$ cat config.mk
export PLATFORM = sky130hd
export DESIGN_NAME = pong_match_ctrl
export DESIGN_NICKNAME = d
export VERILOG_FILES = /design/src/rtl/pong_pkg.sv /design/src/rtl/pong_match_ctrl_swing.sv /design/src/rtl/pong_match_ctrl.sv
export SDC_FILE = /design/constraint.sdc
export NUM_CORES = 1
export LEC_CHECK = 0
export CAP_MARGIN = 30
export CORE_UTILIZATION = 30
export CTS_BUF_LIST = sky130_fd_sc_hd__clkbuf_8 sky130_fd_sc_hd__clkbuf_16
export CTS_CLUSTER_DIAMETER = 120
export DETAILED_ROUTE_END_ITERATION = 10
export PLACE_DENSITY_LB_ADDON = 0.3
export REMOVE_ABC_BUFFERS = 1
export SKIP_CTS_REPAIR_TIMING = 1
export SYNTH_ARGS = -nofsm -noshare
export SYNTH_HDL_FRONTEND = slang
export SYNTH_HIERARCHICAL = 1
export SYNTH_SLANG_ARGS = --single-unit
$ cat constraint.sdc
create_clock -name clk -period 2.3 [get_ports clk]
set_input_delay 0.46 -clock clk [delete_from_list [all_inputs] [get_ports clk]]
set_output_delay 0.46 -clock clk [all_outputs]
set_load 0.005 [all_outputs]
$ cat src/rtl/pong_pkg.sv
// Shared types, point codes and the tennis scoring rule for the pong match controller.
package pong_pkg;

  typedef enum logic [1:0] {
    SERVE = 2'd0,
    RALLY = 2'd1,
    POINT = 2'd2,
    OVER  = 2'd3
  } state_e;

  localparam logic [2:0] PT_0    = 3'd0;
  localparam logic [2:0] PT_15   = 3'd1;
  localparam logic [2:0] PT_30   = 3'd2;
  localparam logic [2:0] PT_40   = 3'd3;
  localparam logic [2:0] PT_ADV  = 3'd4;
  localparam logic [2:0] PT_GAME = 3'd5;

  // Debug view of the controller: FSM state plus each player's swing readiness.
  typedef struct packed {
    state_e state;
    logic   p1_ready;
    logic   p2_ready;
  } dbg_t;

  // Returns the updated {winner, loser} point codes after the winner takes a point.
  function automatic logic [5:0] next_pts(input logic [2:0] w, input logic [2:0] l);
    logic [5:0] r;
    r = {w, l};
    if (w < PT_40) begin
      r = {w + 3'd1, l};
    end else if (w == PT_40) begin
      if (l < PT_40)       r = {PT_GAME, l};
      else if (l == PT_40) r = {PT_ADV, l};
      else                 r = {PT_40, PT_40};   // loser loses advantage: deuce
    end else if (w == PT_ADV) begin
      r = {PT_GAME, l};
    end
    return r;
  endfunction

endpackage

$ cat src/rtl/pong_match_ctrl_swing.sv
// One player's swing front end: button edge detect, zone mask / power, and the
// post-swing lockout counter. A swing is consumed only when the player is ready
// and the cycle is not pre-empted by an out-of-court event.
module pong_swing
  import pong_pkg::*;
#(
  parameter  int ZONE_W    = 5,
  parameter  int MAX_POWER = 3,
  parameter  int COOLDOWN  = 50000000,
  localparam int PW        = $clog2(MAX_POWER + 1),
  localparam int CW        = (COOLDOWN > 1) ? $clog2(COOLDOWN) : 1
) (
  input  logic              clk,
  input  logic              rst_n,
  input  logic              btn_i,
  input  logic [ZONE_W-1:0] zone_sw_i,
  input  logic [ZONE_W-1:0] zone_pos_i,
  input  logic              block_i,
  output logic              swing_valid_o,
  output logic [PW-1:0]     power_o,
  output logic              zone_hit_o,
  output logic              ready_o
);

  logic              btn_q;
  logic              ready_q, ready_d;
  logic [CW-1:0]     cnt_q, cnt_d;
  logic [ZONE_W-1:0] mask;

  // Mark set switches from the low end of the zone until MAX_POWER are taken.
  always_comb begin : mask_calc
    int marked;
    mask   = '0;
    marked = 0;
    for (int i = 0; i < ZONE_W; i++) begin
      if (zone_sw_i[i] && (marked < MAX_POWER)) begin
        mask[i] = 1'b1;
        marked++;
      end
    end
    power_o = PW'(marked);
  end

  assign zone_hit_o    = |(zone_pos_i & mask);
  assign swing_valid_o = btn_i & ~btn_q & ready_q & ~block_i;
  assign ready_o       = ready_q;

  // Lockout: load on a swing, count down, become ready the cycle after zero.
  always_comb begin
    ready_d = ready_q;
    cnt_d   = cnt_q;
    if (swing_valid_o) begin
      ready_d = 1'b0;
      cnt_d   = CW'(COOLDOWN - 1);
    end else if (!ready_q) begin
      if (cnt_q == '0) ready_d = 1'b1;
      else             cnt_d   = cnt_q - 1'b1;
    end
  end

  // Button history and lockout state.
  always_ff @(posedge clk or negedge rst_n) begin
    if (!rst_n) begin
      btn_q   <= 1'b0;
      ready_q <= 1'b1;
      cnt_q   <= '0;
    end else begin
      btn_q   <= btn_i;
      ready_q <= ready_d;
      cnt_q   <= cnt_d;
    end
  end

endmodule

$ cat src/rtl/pong_match_ctrl.sv
// Match controller for the LED-court pong game: serve/return arbitration,
// ball speed/direction/halt, tennis scoring and match restart.
module pong_match_ctrl
  import pong_pkg::*;
#(
  parameter  int COURT_W   = 10,
  parameter  int ZONE_W    = 5,
  parameter  int MAX_POWER = 3,
  parameter  int COOLDOWN  = 50000000,
  localparam int PW        = $clog2(MAX_POWER + 1)
) (
  input  logic               clk,
  input  logic               rst_n,
  input  logic [COURT_W-1:0] sw,
  input  logic               p1_btn,
  input  logic               p2_btn,
  input  logic               ctrl,
  input  logic [COURT_W-1:0] position,
  input  logic               outside,
  input  logic               winner,
  output logic [PW-1:0]      speed,
  output logic               direction,
  output logic               halt,
  output logic               rstball,
  output logic               server,
  output logic [2:0]         p1_pts,
  output logic [2:0]         p2_pts,
  output logic               game_over,
  output dbg_t               dbg_o
);

  localparam int P2_BASE = COURT_W - ZONE_W;

  state_e          state_q;
  logic [PW-1:0]   speed_q;
  logic            dir_q, halt_q, rstball_q, server_q, game_over_q, ctrl_q;
  logic [2:0]      p1_pts_q, p2_pts_q;
  logic [5:0]      pts_d;

  logic            p1_sv, p2_sv, p1_zh, p2_zh, p1_rdy, p2_rdy;
  logic [PW-1:0]   p1_pow, p2_pow;
  logic            block, ctrl_edge, p1_hit, p2_hit;

  // An out-of-court event during a rally swallows any swing in the same cycle.
  assign block     = outside & (state_q == RALLY);
  assign ctrl_edge = ctrl & ~ctrl_q;

  pong_swing #(.ZONE_W(ZONE_W), .MAX_POWER(MAX_POWER), .COOLDOWN(COOLDOWN)) u_p1 (
    .clk(clk), .rst_n(rst_n), .btn_i(p1_btn),
    .zone_sw_i(sw[ZONE_W-1:0]), .zone_pos_i(position[ZONE_W-1:0]), .block_i(block),
    .swing_valid_o(p1_sv), .power_o(p1_pow), .zone_hit_o(p1_zh), .ready_o(p1_rdy)
  );

  pong_swing #(.ZONE_W(ZONE_W), .MAX_POWER(MAX_POWER), .COOLDOWN(COOLDOWN)) u_p2 (
    .clk(clk), .rst_n(rst_n), .btn_i(p2_btn),
    .zone_sw_i(sw[P2_BASE +: ZONE_W]), .zone_pos_i(position[P2_BASE +: ZONE_W]), .block_i(block),
    .swing_valid_o(p2_sv), .power_o(p2_pow), .zone_hit_o(p2_zh), .ready_o(p2_rdy)
  );

  // In SERVE only the server may hit; in a rally only the player the ball approaches.
  assign p1_hit = p1_sv & p1_zh & ((state_q == SERVE) ? ~server_q : dir_q);
  assign p2_hit = p2_sv & p2_zh & ((state_q == SERVE) ?  server_q : ~dir_q);

  // Score after the current point, ordered {winner, loser}.
  always_comb begin
    pts_d = winner ? next_pts(p1_pts_q, p2_pts_q) : next_pts(p2_pts_q, p1_pts_q);
  end

  // Match FSM with registered outputs.
  always_ff @(posedge clk or negedge rst_n) begin
    if (!rst_n) begin
      state_q     <= SERVE;
      speed_q     <= '0;
      dir_q       <= 1'b0;
      halt_q      <= 1'b1;
      rstball_q   <= 1'b0;
      server_q    <= 1'b0;
      p1_pts_q    <= PT_0;
      p2_pts_q    <= PT_0;
      game_over_q <= 1'b0;
      ctrl_q      <= 1'b0;
    end else begin
      ctrl_q    <= ctrl;
      rstball_q <= 1'b0;
      case (state_q)
        SERVE: begin
          halt_q <= 1'b1;
          if (p1_hit) begin
            speed_q <= p1_pow;
            dir_q   <= 1'b0;
            halt_q  <= 1'b0;
            state_q <= RALLY;
          end else if (p2_hit) begin
            speed_q <= p2_pow;
            dir_q   <= 1'b1;
            halt_q  <= 1'b0;
            state_q <= RALLY;
          end
        end
        RALLY: begin
          if (outside) begin
            // Point outputs are registered on entry so they are visible during POINT.
            halt_q    <= 1'b1;
            rstball_q <= 1'b1;
            server_q  <= ~winner;
            dir_q     <= ~winner;
            if (winner) {p1_pts_q, p2_pts_q} <= pts_d;
            else        {p2_pts_q, p1_pts_q} <= pts_d;
            state_q   <= POINT;
          end else if (p1_hit) begin
            speed_q <= p1_pow;
            dir_q   <= 1'b0;
          end else if (p2_hit) begin
            speed_q <= p2_pow;
            dir_q   <= 1'b1;
          end
        end
        POINT: begin
          if ((p1_pts_q == PT_GAME) || (p2_pts_q == PT_GAME)) begin
            state_q     <= OVER;
            game_over_q <= 1'b1;
          end else begin
            state_q <= SERVE;
          end
        end
        OVER: begin
          if (ctrl_edge) begin
            p1_pts_q    <= PT_0;
            p2_pts_q    <= PT_0;
            server_q    <= 1'b0;
            dir_q       <= 1'b0;
            speed_q     <= '0;
            rstball_q   <= 1'b1;
            game_over_q <= 1'b0;
            state_q     <= SERVE;
          end
        end
        default: state_q <= SERVE;
      endcase
    end
  end

  assign speed     = speed_q;
  assign direction = dir_q;
  assign halt      = halt_q;
  assign rstball   = rstball_q;
  assign server    = server_q;
  assign p1_pts    = p1_pts_q;
  assign p2_pts    = p2_pts_q;
  assign game_over = game_over_q;
  assign dbg_o     = '{state: state_q, p1_ready: p1_rdy, p2_ready: p2_rdy};

endmodule

Word-level counts from Yosys, hierarchy flattened
Index checks and enable logic that the tools add are counted.

storage, ports and cells
  bits in registers = 72
  input bits = 27
  output and inout bits = 17
  logic and storage cells = 181

cells by class
  add/sub/neg operators = 12
  order comparisons = 10
  equality and inequality tests = 18
  mux-type cells = 78
  bitwise gates (word level) = 21
  reduce and logical (&&, ||, !) cells = 26

operator list
  kind                                                                   number
  32-bit by 3-bit < comparator with 1-bit output, second input constant  6
  32-bit 2-to-1 mux                                                      6
  26-bit 2-to-1 mux                                                      6
  32-bit by 2-bit adder with 32-bit output, second input constant        4
  6-bit 2-to-1 mux                                                       11
  26-bit logical NOT                                                     2
  26-bit by 1-bit subtractor with 26-bit output, second input constant   2
  1-bit 2-to-1 mux                                                       31
  2-bit 2-to-1 mux                                                       10
  2-bit inequality test, second input constant                           8
  3-bit 2-to-1 mux                                                       5
  1-bit AND                                                              12
  3-bit equality test, second input constant                             4
  3-bit case mux with 2 select lines                                     2
  3-bit AND reduction                                                    4
  5-bit AND                                                              2
  5-bit OR reduction                                                     2
  1-bit logical AND                                                      8
  1-bit case mux with 2 select lines                                     4
  2-bit case mux with 4 select lines                                     1
  2-bit AND reduction                                                    4
  1-bit inverter                                                         7
  3-bit by 1-bit adder with 3-bit output, second input constant          2
  3-bit by 2-bit equality test with 1-bit output, second input constant  2
  other kinds (13)                                                       20

Longest topological paths before layout
Gate-level depths: netlist (run 1).

  depth in word-level cells = 21
  mapped depth = 19
  depth with buffers taken out = 19

Cells and area by module
The synthesis (run 1) kept the hierarchy.

by module, submodules not included
  module           times used  cells each  area an instance (um^2)  seq. area each (um^2)
  pong_swing       2           184         1,699.1                  701.9
  pong_match_ctrl  1           135         1,172.4                  401.6

Least setup slack after synthesis (run 1)
Ideal clock, no wire load.

  kind = in2reg
  from = input sw[0]
  to = register speed_q[0] (netlist: speed[0])
  library setup time = 128 ps
  data arrival time = 3,337 ps
  data required time = 2,172 ps
  setup slack = -1,164 ps
  stages on the path = 18
  buffers on the path = 0
  path through = inv_1 fa_1 inv_1 ha_1 inv_1 ha_1 nand2_1 mux2_2 ha_1 nand2b_1 a31oi_1 nand2_1 nand4_1 nand2_1 a21o_1 o21ai_2 o211ai_2 mux2_1

on the way
  word-level cells in the longest chain between the ends = 20

ends and longest elaborated chain
  element                                         RTL line                     text
  from (decl)                                     pong_match_ctrl.sv:14        input logic [COURT_W-1:0] sw,
  1-bit 2-to-1 mux                                pong_match_ctrl_swing.sv:36  if (zone_sw_i[i] && (marked < MAX_POWER)) begin
  1-bit by 2-bit < comparator with 1-bit output   pong_match_ctrl_swing.sv:36
  1-bit logical AND                               pong_match_ctrl_swing.sv:36
  32-bit 2-to-1 mux                               pong_match_ctrl_swing.sv:36
  32-bit by 3-bit < comparator with 1-bit output  pong_match_ctrl_swing.sv:36
  1-bit logical AND                               pong_match_ctrl_swing.sv:36
  32-bit 2-to-1 mux                               pong_match_ctrl_swing.sv:36
  32-bit by 3-bit < comparator with 1-bit output  pong_match_ctrl_swing.sv:36
  [... 4 more ...]                                -
  1-bit 2-to-1 mux                                pong_match_ctrl_swing.sv:36
  5-bit AND *                                     pong_match_ctrl_swing.sv:44  assign zone_hit_o = |(zone_pos_i & mask);
  5-bit OR reduction *                            pong_match_ctrl_swing.sv:44
  named net p1_zh                                 pong_match_ctrl.sv:40        logic p1_sv, p2_sv, p1_zh, p2_zh, p1_rdy, p2_rdy;
  1-bit AND * (2 in a row)                        pong_match_ctrl.sv:61        assign p1_hit = p1_sv & p1_zh & ((state_q == SERVE) ? ~server_q : dir_q);
  2-bit 2-to-1 mux *                              pong_match_ctrl.sv:88        if (p1_hit) begin
  2-bit 2-to-1 mux                                pong_match_ctrl.sv:101       if (outside) begin
  2-bit case mux with 3 select lines *            pong_match_ctrl.sv:85        case (state_q)
  to (signal assigned)                            pong_match_ctrl.sv:89        speed_q <= p1_pow;
  to (signal assigned)                            pong_match_ctrl.sv:94        speed_q <= p2_pow;
  to (signal assigned)                            pong_match_ctrl.sv:111       speed_q <= p1_pow;
  to (decl)                                       pong_match_ctrl.sv:35        logic [PW-1:0] speed_q;

The timed path passes the listed nets; every way through them passes the cells marked *. The select of a mux whose other input is x is not followed.
A chain may end at the register's enable or synchronous reset.

Worst setup path in the final report (run 1)
  from = input sw[2]
  to = register speed_q[0] (netlist: speed[0])

on the way
  word-level cells in the longest chain between the ends = 15

ends and longest elaborated chain
  element                                         RTL line
  1-bit logical AND *                             pong_match_ctrl_swing.sv:36
  32-bit 2-to-1 mux                               pong_match_ctrl_swing.sv:36
  32-bit by 3-bit < comparator with 1-bit output  pong_match_ctrl_swing.sv:36
  1-bit logical AND                               pong_match_ctrl_swing.sv:36
  32-bit 2-to-1 mux                               pong_match_ctrl_swing.sv:36
  32-bit by 3-bit < comparator with 1-bit output  pong_match_ctrl_swing.sv:36
  1-bit logical AND                               pong_match_ctrl_swing.sv:36
  1-bit 2-to-1 mux                                pong_match_ctrl_swing.sv:36
  5-bit AND *                                     pong_match_ctrl_swing.sv:44
  5-bit OR reduction *                            pong_match_ctrl_swing.sv:44
  named net p1_zh                                 pong_match_ctrl.sv:40
  1-bit AND * (2 in a row)                        pong_match_ctrl.sv:61
  2-bit 2-to-1 mux *                              pong_match_ctrl.sv:88
  2-bit 2-to-1 mux                                pong_match_ctrl.sv:101
  2-bit case mux with 3 select lines *            pong_match_ctrl.sv:85

Marks and branches as above.

==> results of run 1 <==
-- final timing paths --
kind | endpoint | startpoint | depth (start not counted) | slack, ns
min in group clk | u_p2/cnt_q[7] | u_p2/cnt_q[7] | 1 | 0.50
worst max-delay path | speed[0] | sw[2] | 19 | -0.94
worst min-delay path | u_p2/cnt_q[25] | rst_n | 2 | 0.11
worst max register to register | u_p1/cnt_q[6] | u_p1/cnt_q[22] | 5 | -0.13
worst min register to register | u_p2/cnt_q[7] | u_p2/cnt_q[7] | 1 | 0.50
max in group asynchronous | u_p1/ready_o | rst_n | 2 | 1.80
-- per-stage QoR --
stage / util (%) / total power [mW] / setup WS [ns]
finish: 44.54 / 5.591 / -0.9362
global route: 44.54 / 5.980 / -1.038
CTS: 40.68 / 5.259 / -1.553
detailed placement: 38.89 / 3.960 / -1.892
global placement: 38.89 / 3.895 / -1.659
floorplan: - / 3.063 / -1.166
-- cell type report --
| class | count | area [um^2] |
|---|---|---|
| Inverter | 27 | 106.4 |
| Sequential cell | 72 | 1805 |
| Fill cell | 1397 | 8152 |
| Multi-Input combinational cell | 386 | 2965 |
| Clock inverter | 6 | 23.77 |
| Timing Repair Buffer | 136 | 1177 |
| Clock buffer | 10 | 239.0 |
| Tap cell | 184 | 230.2 |
-- metal layers --
layer	GRT usage [%]	vias up	part of all wire [%]
met2	24.31	75	49
met1	19.24	2046	47
li1	-	2101	-
met4	4.878	0	1.1
met5	0	-	0
met3	3.295	10	3.4
-- power by group through the flow --
stage | clock network (mW) | registers, mW | logic (mW)
after floorplan | 0 | 1.93 | 1.14
after global placement | 0 | 1.95 | 1.95
after detailed placement | 0 | 1.96 | 2.00
after CTS | 1.30 | 1.94 | 2.02
after global routing | 1.36 | 2.02 | 2.60
final | 1.27 | 1.97 | 2.35
-- synthesized netlist by cell type (3+ instances only) --
cell	number
sky130_fd_sc_hd__and2_1	3
sky130_fd_sc_hd__a21o_1	3
sky130_fd_sc_hd__a21oi_1	31
sky130_fd_sc_hd__inv_1	25
sky130_fd_sc_hd__nor4_1	20
sky130_fd_sc_hd__clkbuf_1	9
sky130_fd_sc_hd__or4_1	6
sky130_fd_sc_hd__dfrtp_1	69
sky130_fd_sc_hd__mux2i_1	20
sky130_fd_sc_hd__o31ai_1	11
sky130_fd_sc_hd__nand3_1	17
sky130_fd_sc_hd__mux2_2	4
sky130_fd_sc_hd__or3_1	8
sky130_fd_sc_hd__dfstp_2	3
sky130_fd_sc_hd__ha_1	22
sky130_fd_sc_hd__xnor2_1	8
sky130_fd_sc_hd__o211ai_1	4
sky130_fd_sc_hd__nand2b_1	12
sky130_fd_sc_hd__nor2_1	41
sky130_fd_sc_hd__or4_4	8
sky130_fd_sc_hd__nor3_1	16
sky130_fd_sc_hd__a22oi_1	3
sky130_fd_sc_hd__nor2b_1	7
sky130_fd_sc_hd__nand4_1	8
sky130_fd_sc_hd__a211oi_1	6
sky130_fd_sc_hd__o21ai_0	26
sky130_fd_sc_hd__o31a_1	3
sky130_fd_sc_hd__a31oi_1	7
sky130_fd_sc_hd__buf_6	3
sky130_fd_sc_hd__nand2_1	49
-- logic make-up after synthesis --
family          Yosys count  synth area share (%)
fa+ha+maj                24                 6.898
simple gates            214                 25.92
xor+xnor                  8                 1.533
compound gates          112                 15.71
mux                      26                 5.858
flops                    72                 39.50
other cells               2                0.1643
buf+inv                  45                 4.407
-- registers in the layout (all words and copies together) (netlist names), 2 cells and up --
signal	count
p2_pts	3
state_q	2
speed	2
u_p1/cnt_q	26
u_p2/cnt_q	26
p1_pts	3
==> run summary, run 1 <==
In the post-synthesis netlist, the biggest area contributors are sky130_fd_sc_hd__dfrtp_1, sky130_fd_sc_hd__ha_1, sky130_fd_sc_hd__mux2i_1, sky130_fd_sc_hd__nand2_1, sky130_fd_sc_hd__a21oi_1. The total count of max-transition violations in the final report is 0. The residual DRC count is 3, and the sum of routed wire length over all layers is 12180 um. The timing-limited maximum frequency was 309.0 MHz.

In the layout the commonest cells are sky130_fd_sc_hd__buf_4, sky130_fd_sc_hd__dfrtp_1, sky130_fd_sc_hd__nand2_1. The slowest cell on the critical path was sky130_fd_sc_hd__fa_1. Setup violations remaining at the end of the flow were counted as 24.

The logs give 42.1% for the combinational share of power and 44 for the cell row count. The logs give 3 for the level count of the clock H-tree and 2.689 nW for the leakage power. STA classifies the critical path startpoint as an input pin. The post-synthesis area per instance is 9.087 um^2. Setup repair after global routing could not meet its margin everywhere. The clock slew seen by the registers of the worst setup and hold paths was 0.06 ns.

The cell area that synthesis handed to floorplanning was 4571 um^2. Of the post-synthesis cell area, the dominant cell type holds 37.78%. The DRC violation total after the first TritonRoute iteration is 205, and the average routed wire per standard cell is 14.84 um. Compared with the post-synthesis result, the final layout area differs by 43.25%. The routed design could run at a clock period as short as 3.236 ns. In this run the tool buffered the top-level ports with 43 buffer cells. Worst hold-check path type: in -> async.

In this run the tightest slew margin relative to its limit is 63.01%. The synthesized design spends more area on one cell type than any other, namely sky130_fd_sc_hd__dfrtp_1. The share of cells above drive strength 1 came out at 31.87%.

The net count of the finished layout is 683. Across all hold checks on the routed design, the worst slack comes to 0.1087 ns. The run gives -4.987 ns as the final setup TNS. The tools report the clock network fraction of total power as 22.8%. Via count of the first global-routing pass: 4002. The worst setup path is captured at a flop.

The count of placed standard cells including taps was 789. In the synthesized netlist, the number of instances is 503. The height of the die is 125.4 um, and the first-pass iteration count of the detailed router is 7. The run gives 2 as the buffer levels on the longest clock path.

On the worst path, the slowest cell contributes a delay of 0.57 ns. For the clock sink count, the log shows 72. The run gives 44 as the number of I/O pins. The worst path buffer plus inverter count was 4; the portion of the post-synthesis area used by sequential elements was 39.50%. Summed over all nets, the switching power comes to 2.059 mW.

The number of antenna violations at the first check in global routing was 0. Summing all placed instances gives a cell area of 5717 um^2. At the worst endpoint, the required time is 2.52 ns. The post-synthesis cell type count came out at 60. The run finished, with violations left. Once detail routing completed, the nets flagged for antenna violations numbered 0. The final worst setup slack is -0.9362 ns, and the final weighted congestion in routability-driven placement is 0.8301.

The floorplan step defined a die boundary enclosing 15730 um^2. The tree is rooted in a sky130_fd_sc_hd__clkbuf_16. The placeable core region was 14700 um^2; the largest clock skew in the final design was 0.007114 ns.

The library cell used most frequently in the layout, excluding fill and tap cells, is sky130_fd_sc_hd__buf_4. The checks that failed: design-rule violations, negative setup slack. The cell internal power dissipation came out at 3.532 mW.

Dominant delay contributor by cell family on the critical path: adder cells. Detailed placement ended at an HPWL of 8187 um. Summed over all layers, the global routing overflow is 0. At the pin with the least slew margin, the transition time is 0.5503 ns. Yosys mapped a number of flops with a built-in enable equal to 0. The wire length of the first global-routing pass was 18940 um. For the worst-skew pair, the clock arrives at the later sink with an insertion delay of 0.34 ns. TritonCTS built the clock tree.

In this run the power density over the cells is 853.9 nW/um^2. Entering global routing, the biggest net connects 73 pins. Traced cell by cell, the critical path runs through buf_8 > inv_4 > fa_1 > inv_2 > ha_4 > inv_2 > ha_4 > nand2_4 > mux2_4 > ha_4 > nand2b_4 > a31oi_4 > nand2_1 > nand4_1 > nand2_1 > a21o_1 > o21ai_2 > o211ai_2 > mux2_4.

The finished cells cover 6548 um^2. The share of the cycle needed by the critical path after routing works out to 140.7%. The tools report the largest vdd supply drop as 0.5743 mV. After the flow finishes, the layout carries non-filler instances totaling 821. The detailed-route vias per instance was 5.155. Sequential cells account for 35.2% of the total power. The logs give 4232 for the total number of vias and 6 for the synthesis warning total. At the worst endpoint, the arrival time is 3.45 ns.

In this run the worst path has a maximum fanout of 5. The classification of the worst setup path was in -> reg. Max-cap violations in this run came to 0.

The logs give 0 for the number of hold-slack violations in the final timing report and 9 for the number of buffers created by CTS. Counting stages on the worst path, the most repeated cell is sky130_fd_sc_hd__ha_4. The switching power share of the total is 36.83%, and the number of synthesized register bits is 72. The async set or reset register ratio after synthesis was 100.0%.

The most used flip-flop cell after synthesis is sky130_fd_sc_hd__dfrtp_1. Global routing used 14.81% of the available tracks. Once the floorplan was initialized, standard cells occupied 31.09% of the core. Number of antenna cells inserted: 0. The floorplan die width came out at 125.4 um.
Power figures use the tool's default switching activity.
==> run 2, diff against run 1 <==
CAP_MARGIN = 0   (was 30)
CORE_UTILIZATION = 40   (was 30)
==> run 2 against run 1 <==
Die area fell by 25%. Final area fell by 3.1%. Wire length fell by 6.3%. The flow finishes with violations (negative setup slack). Largest cell class unchanged.
==> run summary, run 2 (same netlist as run 1, synthesis figures left out) <==
The headroom to the max-slew limit was 42.13% (was 63.01%). The clock slew seen by the registers of the worst setup and hold paths was 0.06 ns (about the same); the tightest hold margin was 0.04913 ns (was 0.1087 ns). The tools report the launching point of the worst reg2reg path as u_p2/cnt_q[22] (was u_p1/cnt_q[22]).

The share of cells above drive strength 1 came out at 30.22% (was 31.87%). The tools report the kind of capture point of the worst setup path as a flop (unchanged). The timing-limited maximum frequency was 314.5 MHz (was 309.0 MHz). The cell count along the critical path came out at 19 (unchanged).

For the number of I/O pins, the log shows 44 (unchanged). The average routed wire per standard cell came out at 14.79 um (was 14.84 um). The run gives 17 (was 24) as the number of setup violations in the final report. The residual DRC count is 0 (was 3). The run gives 748 (was 789) as the count of placed standard cells including taps. For the total number of vias, the log shows 4197 (was 4232). The clock sink count came out at 72 (unchanged). Worst path buffer plus inverter count: 4 (unchanged). The tools report the placeable core region as 10980 um^2 (was 14700 um^2). The leading cell type in the layout, fill and taps excluded is sky130_fd_sc_hd__buf_4 (unchanged). The data arrival time of the critical path came out at 3.39 ns (was 3.45 ns).

The net total in the final layout came out at 679 (was 683). The tools report the sum of overflow across all layers after global routing as 0 (unchanged). The tools report the sort of element at the start of the critical path as an input pin (unchanged).

The buffer levels on the longest clock path is 2 (unchanged), and the largest net degree at the start of global routing is 33 (was 73). The minimum period implied by the final worst setup slack works out to 3.180 ns (was 3.236 ns). Final weighted congestion in routability-driven placement: 0.8641 (was 0.8301). Most frequent cells in the layout: sky130_fd_sc_hd__buf_4, sky130_fd_sc_hd__dfrtp_1, sky130_fd_sc_hd__nand2_1 (unchanged).

The highest net fanout along the worst path is 4 (was 5), and the final worst setup slack is -0.8798 ns (was -0.9362 ns). The level count of the clock H-tree came out at 3 (unchanged). The starting utilization of the core area is 41.62% (was 31.09%), and the cell row count is 38 (was 44).

The estimated wirelength of the detail-placed design is 8229 um (was 8187 um), and the DRC violation total after the first TritonRoute iteration is 221 (was 205). The total power is 5.431 mW (was 5.591 mW), and the floorplan die area is 11860 um^2 (was 15730 um^2). The height of the die was 108.9 um (was 125.4 um); the aggregate global-route resource usage was 19.98% (was 14.81%).

The number of antenna cells inserted was 0 (unchanged); the number of antenna violations at the first check in global routing was 0 (unchanged). The share of the cycle needed by the critical path after routing was 138.3% (was 140.7%). The run finished, with violations left. The slew at the pin closest to its max-slew limit works out to 0.8601 ns (was 0.5503 ns).

The run gives 57.77% (was 44.54%) as the utilization after layout. Violations in the final reports: negative setup slack (was design-rule violations, negative setup slack). The leakage power is 2.559 nW (was 2.689 nW).

The area overhead of the layout relative to synthesis was 38.82% (was 43.25%). The total count of max-transition violations in the final report was 0 (unchanged); the via count of the first global-routing pass was 4158 (was 4002). The number of hold-slack violations in the final timing report was 0 (unchanged).

The wire length of the first global-routing pass came out at 18640 um (was 18940 um). The largest clock skew in the final design was 0.005814 ns (was 0.007114 ns). Total non-filler cell area in the finished layout: 6345 um^2 (was 6548 um^2). The worst hold-check path type is in -> async (unchanged). The number of buffers created by CTS is 9 (unchanged). Slowest cell on the critical path: sky130_fd_sc_hd__fa_1 (unchanged). The count of placed standard cells in the final layout, fillers left out is 772 (was 821). The number of fill cells in the layout is 914 (was 1397), and the delay of the slowest cell on the worst path is 0.58 ns (was 0.57 ns). Number of nets with antenna violations after detailed routing: 0 (unchanged). The combined area of the multi-input logic cells was 2879 um^2 (was 2965 um^2); the instance area after placement was 5684 um^2 (was 5717 um^2). The capturing point of the worst reg2reg path is u_p2/cnt_q[6] (was u_p1/cnt_q[6]). Cell occurring most often along the worst timing path: sky130_fd_sc_hd__ha_4 (unchanged).

The worst reg2reg path depth was 5 (unchanged); the count of input and output buffers was 43 (unchanged). For the worst reg-to-reg setup slack, the log shows -0.11 ns (was -0.13 ns). The count of maximum capacitance violations is 0 (unchanged), and the required time of the worst setup path is 2.51 ns (was 2.52 ns). TritonCTS built the clock tree. Dominant delay contributor by cell family on the critical path: adder cells (unchanged). Setup repair after global routing could not meet its margin everywhere. The floorplan die width works out to 108.9 um (was 125.4 um). For the sum of routed wire length over all layers, the log shows 11420 um (was 12180 um).

The cell area power density is 856.0 nW/um^2 (was 853.9 nW/um^2). Registers with the most flip-flops: u_p1/cnt_q (26), u_p2/cnt_q (26) (unchanged). Classification of the worst setup path: in -> reg (unchanged).

Series of cell instances along the critical path: buf_8 > inv_4 > fa_1 > inv_2 > ha_4 > inv_4 > ha_4 > nand2_4 > mux2_4 > ha_4 > nand2b_4 > a31oi_4 > nand2_1 > nand4_1 > nand2_1 > a21o_1 > o21ai_2 > o211ai_2 > mux2_4 (was buf_8 > inv_4 > fa_1 > inv_2 > ha_4 > inv_2 > ha_4 > nand2_4 > mux2_4 > ha_4 > nand2b_4 > a31oi_4 > nand2_1 > nand4_1 > nand2_1 > a21o_1 > o21ai_2 > o211ai_2 > mux2_4). The run gives 0.6095 mV (was 0.5743 mV) as the largest vdd supply drop. The detailed-route vias per instance came out at 5.437 (was 5.155). The logs give 0.33 ns (was 0.34 ns) for the clock network latency to the later pin of the worst-skew pair and 1805 um^2 (unchanged) for the area taken by flip-flops and latches. The tools report the root buffer cell as sky130_fd_sc_hd__clkbuf_16 (unchanged). The first-pass iteration count of the detailed router came out at 5 (was 7).
run 2: routing by layer:
metal | routed length (um) | global-route usage [%] | vias up
met3 | 388 | 5.021 | 15
met4 | 139 | 5.695 | 0
met2 | 5511 | 33.83 | 77
met1 | 5377 | 25.08 | 2017
li1 | - | - | 2088
met5 | 0 | 0 | -
run 2: power by group:
part	leakage (nW)	internal, mW	switching (mW)
registers	0.811	1.59	0.359
logic	1.62	1.16	1.11
clock network	0.133	0.708	0.495
total	2.56	3.47	1.97
run 2: worst register-to-register path: cells and delay by family, from the launching register on:
family           cells  cell delay (ns)
flip-flops           1             0.38
multiplexers         1             0.11
AND/OR/NAND/NOR      4             1.80
run 2: worst max-delay path by stage:
stage | slack [ns] | to | start
4_1_cts | -1.53 | speed[0] | sw[0]
3_5_place_dp | -1.85 | speed[1] | sw[0]
3_3_place_gp | -1.63 | speed[1] | sw[0]
5_1_grt | -0.97 | speed[1] | sw[1]
6_report | -0.88 | speed[0] | sw[1]
2_1_floorplan | -1.17 | speed[0] | sw[0]
run 2: cell type report:
type	instances	share of cell area, %
timing repair buffer	132	17.67
clock inverter	6	0.4733
multi-input combinational	386	45.38
sequential	72	28.46
clock buffer	9	3.550
tap	140	2.761
inverter	27	1.716
run 2: through the flow:
step	setup TNS (ns)	worst slack (ns)
2_1_floorplan	-9.852	-1.166
3_3_place_gp	-8.401	-1.628
3_5_place_dp	-9.636	-1.851
4_1_cts	-8.389	-1.532
5_1_grt	-5.821	-0.9685
6_report	-4.254	-0.8798
==> run 3, diff against run 2 <==
PLACE_DENSITY_LB_ADDON = default   (was 0.3)
==> run 3 against run 2 <==
The flow still finishes with violations (negative setup slack). Combinational power rose by 5%. Die area did not move. Maximum frequency rose by 0.48%. Sequential share of layout area fell by 1.1 points. Wire length rose by 4.6%. Clock power rose by 23%. Clock skew fell by 0.0012 ns. Hold slack got worse by 0.0047 ns. Critical path type unchanged. Highest routed layer unchanged.
==> run summary, run 3 (same netlist as run 1, synthesis figures left out) <==
The run gives 18670 um (was 18640 um) as the wire length of the first global-routing pass. The largest vdd supply drop was 0.6104 mV (was 0.6095 mV). The clock sink count is 72 (unchanged), and the buffer levels on the longest clock path is 2 (unchanged). The run finished, with violations left. Violations in the final reports: negative setup slack (unchanged). The tools report the count of placed standard cells in the final layout, fillers left out as 774 (was 772). The cell area power density is 882.2 nW/um^2 (was 856.0 nW/um^2). Switching power share of the total: 35.20% (was 36.20%). The logs give 59 (was 33) for the largest net degree at the start of global routing and 11860 um^2 (unchanged) for the floorplan die area. The logs give 0.8547 (was 0.8641) for the final weighted congestion in routability-driven placement and 9 (unchanged) for the number of buffers created by CTS. The run gives -0.8646 ns (was -0.8798 ns) as the final worst setup slack.

The highest net fanout along the worst path works out to 5 (was 4). Registers with the most flip-flops: u_p1/cnt_q (26), u_p2/cnt_q (26) (unchanged). The share of the cycle needed by the critical path after routing came out at 137.6% (was 138.3%). For the required time of the worst setup path, the log shows 2.51 ns (about the same). The starting utilization of the core area was 41.62% (unchanged). The count of placed standard cells including taps was 743 (was 748). The worst hold-check path type was in -> async (unchanged).

The DRC violation total after the first TritonRoute iteration was 147 (was 221); the net total in the final layout was 680 (was 679). For the part of the power in registers, the log shows 33.6% (was 36.0%). The slowest cell on the critical path was sky130_fd_sc_hd__fa_1 (unchanged). The run gives 0 (unchanged) as the total count of max-transition violations in the final report. The kind of capture point of the worst setup path was a flop (unchanged). The detailed-route vias per instance was 5.490 (was 5.437); the cell internal power dissipation was 3.777 mW (was 3.465 mW). The run gives -4.867 ns (was -4.254 ns) as the final setup TNS. Floorplan die width: 108.9 um (unchanged). The largest clock skew in the final design was 0.004575 ns (was 0.005814 ns). The placeable core region was 10980 um^2 (unchanged).

The root buffer cell was sky130_fd_sc_hd__clkbuf_16 (unchanged). The area overhead of the layout relative to synthesis was 44.54% (was 38.82%). The data arrival time of the critical path is 3.38 ns (was 3.39 ns), and the height of the die is 108.9 um (unchanged). The classification of the worst setup path was in -> reg (unchanged). The net switching power is 2.052 mW (was 1.966 mW), and the total number of vias is 4249 (was 4197). Series of cell instances along the critical path: buf_8 > inv_4 > fa_1 > inv_1 > ha_2 > inv_2 > ha_4 > nand2_4 > mux2_4 > ha_4 > nand2b_4 > a31oi_4 > nand2_1 > nand4_1 > nand2_1 > a21o_1 > o21ai_2 > o211ai_2 > mux2_4 (was buf_8 > inv_4 > fa_1 > inv_2 > ha_4 > inv_4 > ha_4 > nand2_4 > mux2_4 > ha_4 > nand2b_4 > a31oi_4 > nand2_1 > nand4_1 > nand2_1 > a21o_1 > o21ai_2 > o211ai_2 > mux2_4). Aggregate global-route resource usage: 20.02% (was 19.98%).

The level count of the clock H-tree came out at 3 (unchanged). The count of maximum capacitance violations is 0 (unchanged). The cell row count is 38 (unchanged), and the clock network latency to the later pin of the worst-skew pair is 0.33 ns (about the same).

The clock slew seen by the registers of the worst setup and hold paths is 0.06 ns (about the same), and the count of input and output buffers is 43 (unchanged). The logs give 25.4% (was 22.2%) for the clock network fraction of total power and 0 (unchanged) for the number of antenna cells inserted. Tightest hold margin: 0.04447 ns (was 0.04913 ns). The leading cell type in the layout, fill and taps excluded was sky130_fd_sc_hd__buf_4 (unchanged). Sum of overflow across all layers after global routing: 0 (unchanged).

Most frequent cells in the layout: sky130_fd_sc_hd__buf_4, sky130_fd_sc_hd__dfrtp_1, sky130_fd_sc_hd__nand2_1 (unchanged). The tools report the timing-limited maximum frequency as 316.0 MHz (was 314.5 MHz). The via count of the first global-routing pass is 4121 (was 4158), and the average routed wire per standard cell is 15.43 um (was 14.79 um). The estimated wirelength of the detail-placed design came out at 8025 um (was 8229 um). The number of antenna violations at the first check in global routing is 0 (unchanged), and the combinational share of power is 41.0% (was 41.9%). The number of setup violations in the final report is 23 (was 17). The number of nets with antenna violations after detailed routing is 0 (unchanged), and the residual DRC count is 0 (unchanged). The sum of routed wire length over all layers is 11950 um (was 11420 um), and the worst reg2reg path depth is 5 (unchanged). The sort of element at the start of the critical path is an input pin (unchanged). The minimum period implied by the final worst setup slack was 3.165 ns (was 3.180 ns).

The share of cells above drive strength 1 works out to 33.28% (was 30.22%). The tools report the number of hold-slack violations in the final timing report as 0 (unchanged). Setup repair after global routing could not meet its margin everywhere. The delay of the slowest cell on the worst path was 0.56 ns (was 0.58 ns); the first-pass iteration count of the detailed router was 4 (was 5). TritonCTS built the clock tree. Number of I/O pins: 44 (unchanged). For the leakage power, the log shows 2.686 nW (was 2.559 nW). The tools report the pre-CTS setup slack as -1.824 ns (was -1.851 ns).
run 3: changes by cell type in the layout (fill, tap and decap cells not counted), moves of 3 or more:
cell	delta
sky130_fd_sc_hd__nor4_4	+5
sky130_fd_sc_hd__buf_4	-4
sky130_fd_sc_hd__nand3_2	+3
sky130_fd_sc_hd__o21ai_0	-5
sky130_fd_sc_hd__or3_4	+3
sky130_fd_sc_hd__or3_1	-3
sky130_fd_sc_hd__nand3_1	-3
sky130_fd_sc_hd__buf_6	+5
sky130_fd_sc_hd__nor4_1	-5
sky130_fd_sc_hd__o21ai_1	+3
run 3: final cells by class:
cell class / instances / area [um^2]
inverters: 27 / 106.4
multi-input cells: 386 / 3042
fillers: 936 / 4377
repair buffers: 133 / 1162
clock inverters: 6 / 76.32
clock buffers: 10 / 239.0
flip-flops and latches: 72 / 1805
well taps: 140 / 175.2
run 3: through the flow:
stage / cell area [um^2] / utilization (%) / total power [mW]
4_1_cts: 5974 / 54.40 / 5.501
5_1_grt: 6606 / 60.15 / 6.203
3_3_place_gp: 5659 / 51.53 / 3.928
6_report: 6606 / 60.15 / 5.828
3_5_place_dp: 5659 / 51.53 / 3.989
2_1_floorplan: 4471 / - / 3.063
run 3: per-layer routing:
metal / vias up / global-route usage, % / wire [um]
met1: 2065 / 26.17 / 5682
met5: - / 0 / 0
met3: 15 / 3.586 / 319
met2: 70 / 33.60 / 5786
li1: 2099 / - / -
met4: 0 / 5.985 / 157
run 3: power groups by stage:
stage	registers [mW]	clock network (mW)	logic [mW]
CTS	1.93	1.51	2.06
global route	2.01	1.56	2.64
detailed placement	1.95	0	2.04
floorplan	1.93	0	1.14
finish	1.96	1.48	2.39
global placement	1.94	0	1.99
run 3: final timing paths:
check | startpoint | end | slack [ns]
min in group clk | server | server | 0.50
max | sw[2] | speed[1] | -0.86
min reg2reg | server | server | 0.50
max in group asynchronous | rst_n | u_p2/ready_o | 1.58
max reg2reg | u_p2/cnt_q[14] | u_p2/cnt_q[6] | -0.21
min | rst_n | u_p1/cnt_q[1] | 0.04
run 3: worst max-delay path: cells and delay by family:
| kind | cells | cell delay, ns |
|---|---|---|
| AO/OA/AOI/OAI | 4 | 0.59 |
| buffers and inverters | 4 | 0.24 |
| adder cells (fa/ha/maj) | 4 | 1.04 |
| AND/OR/NAND/NOR | 5 | 0.40 |
| multiplexers | 2 | 0.64 |
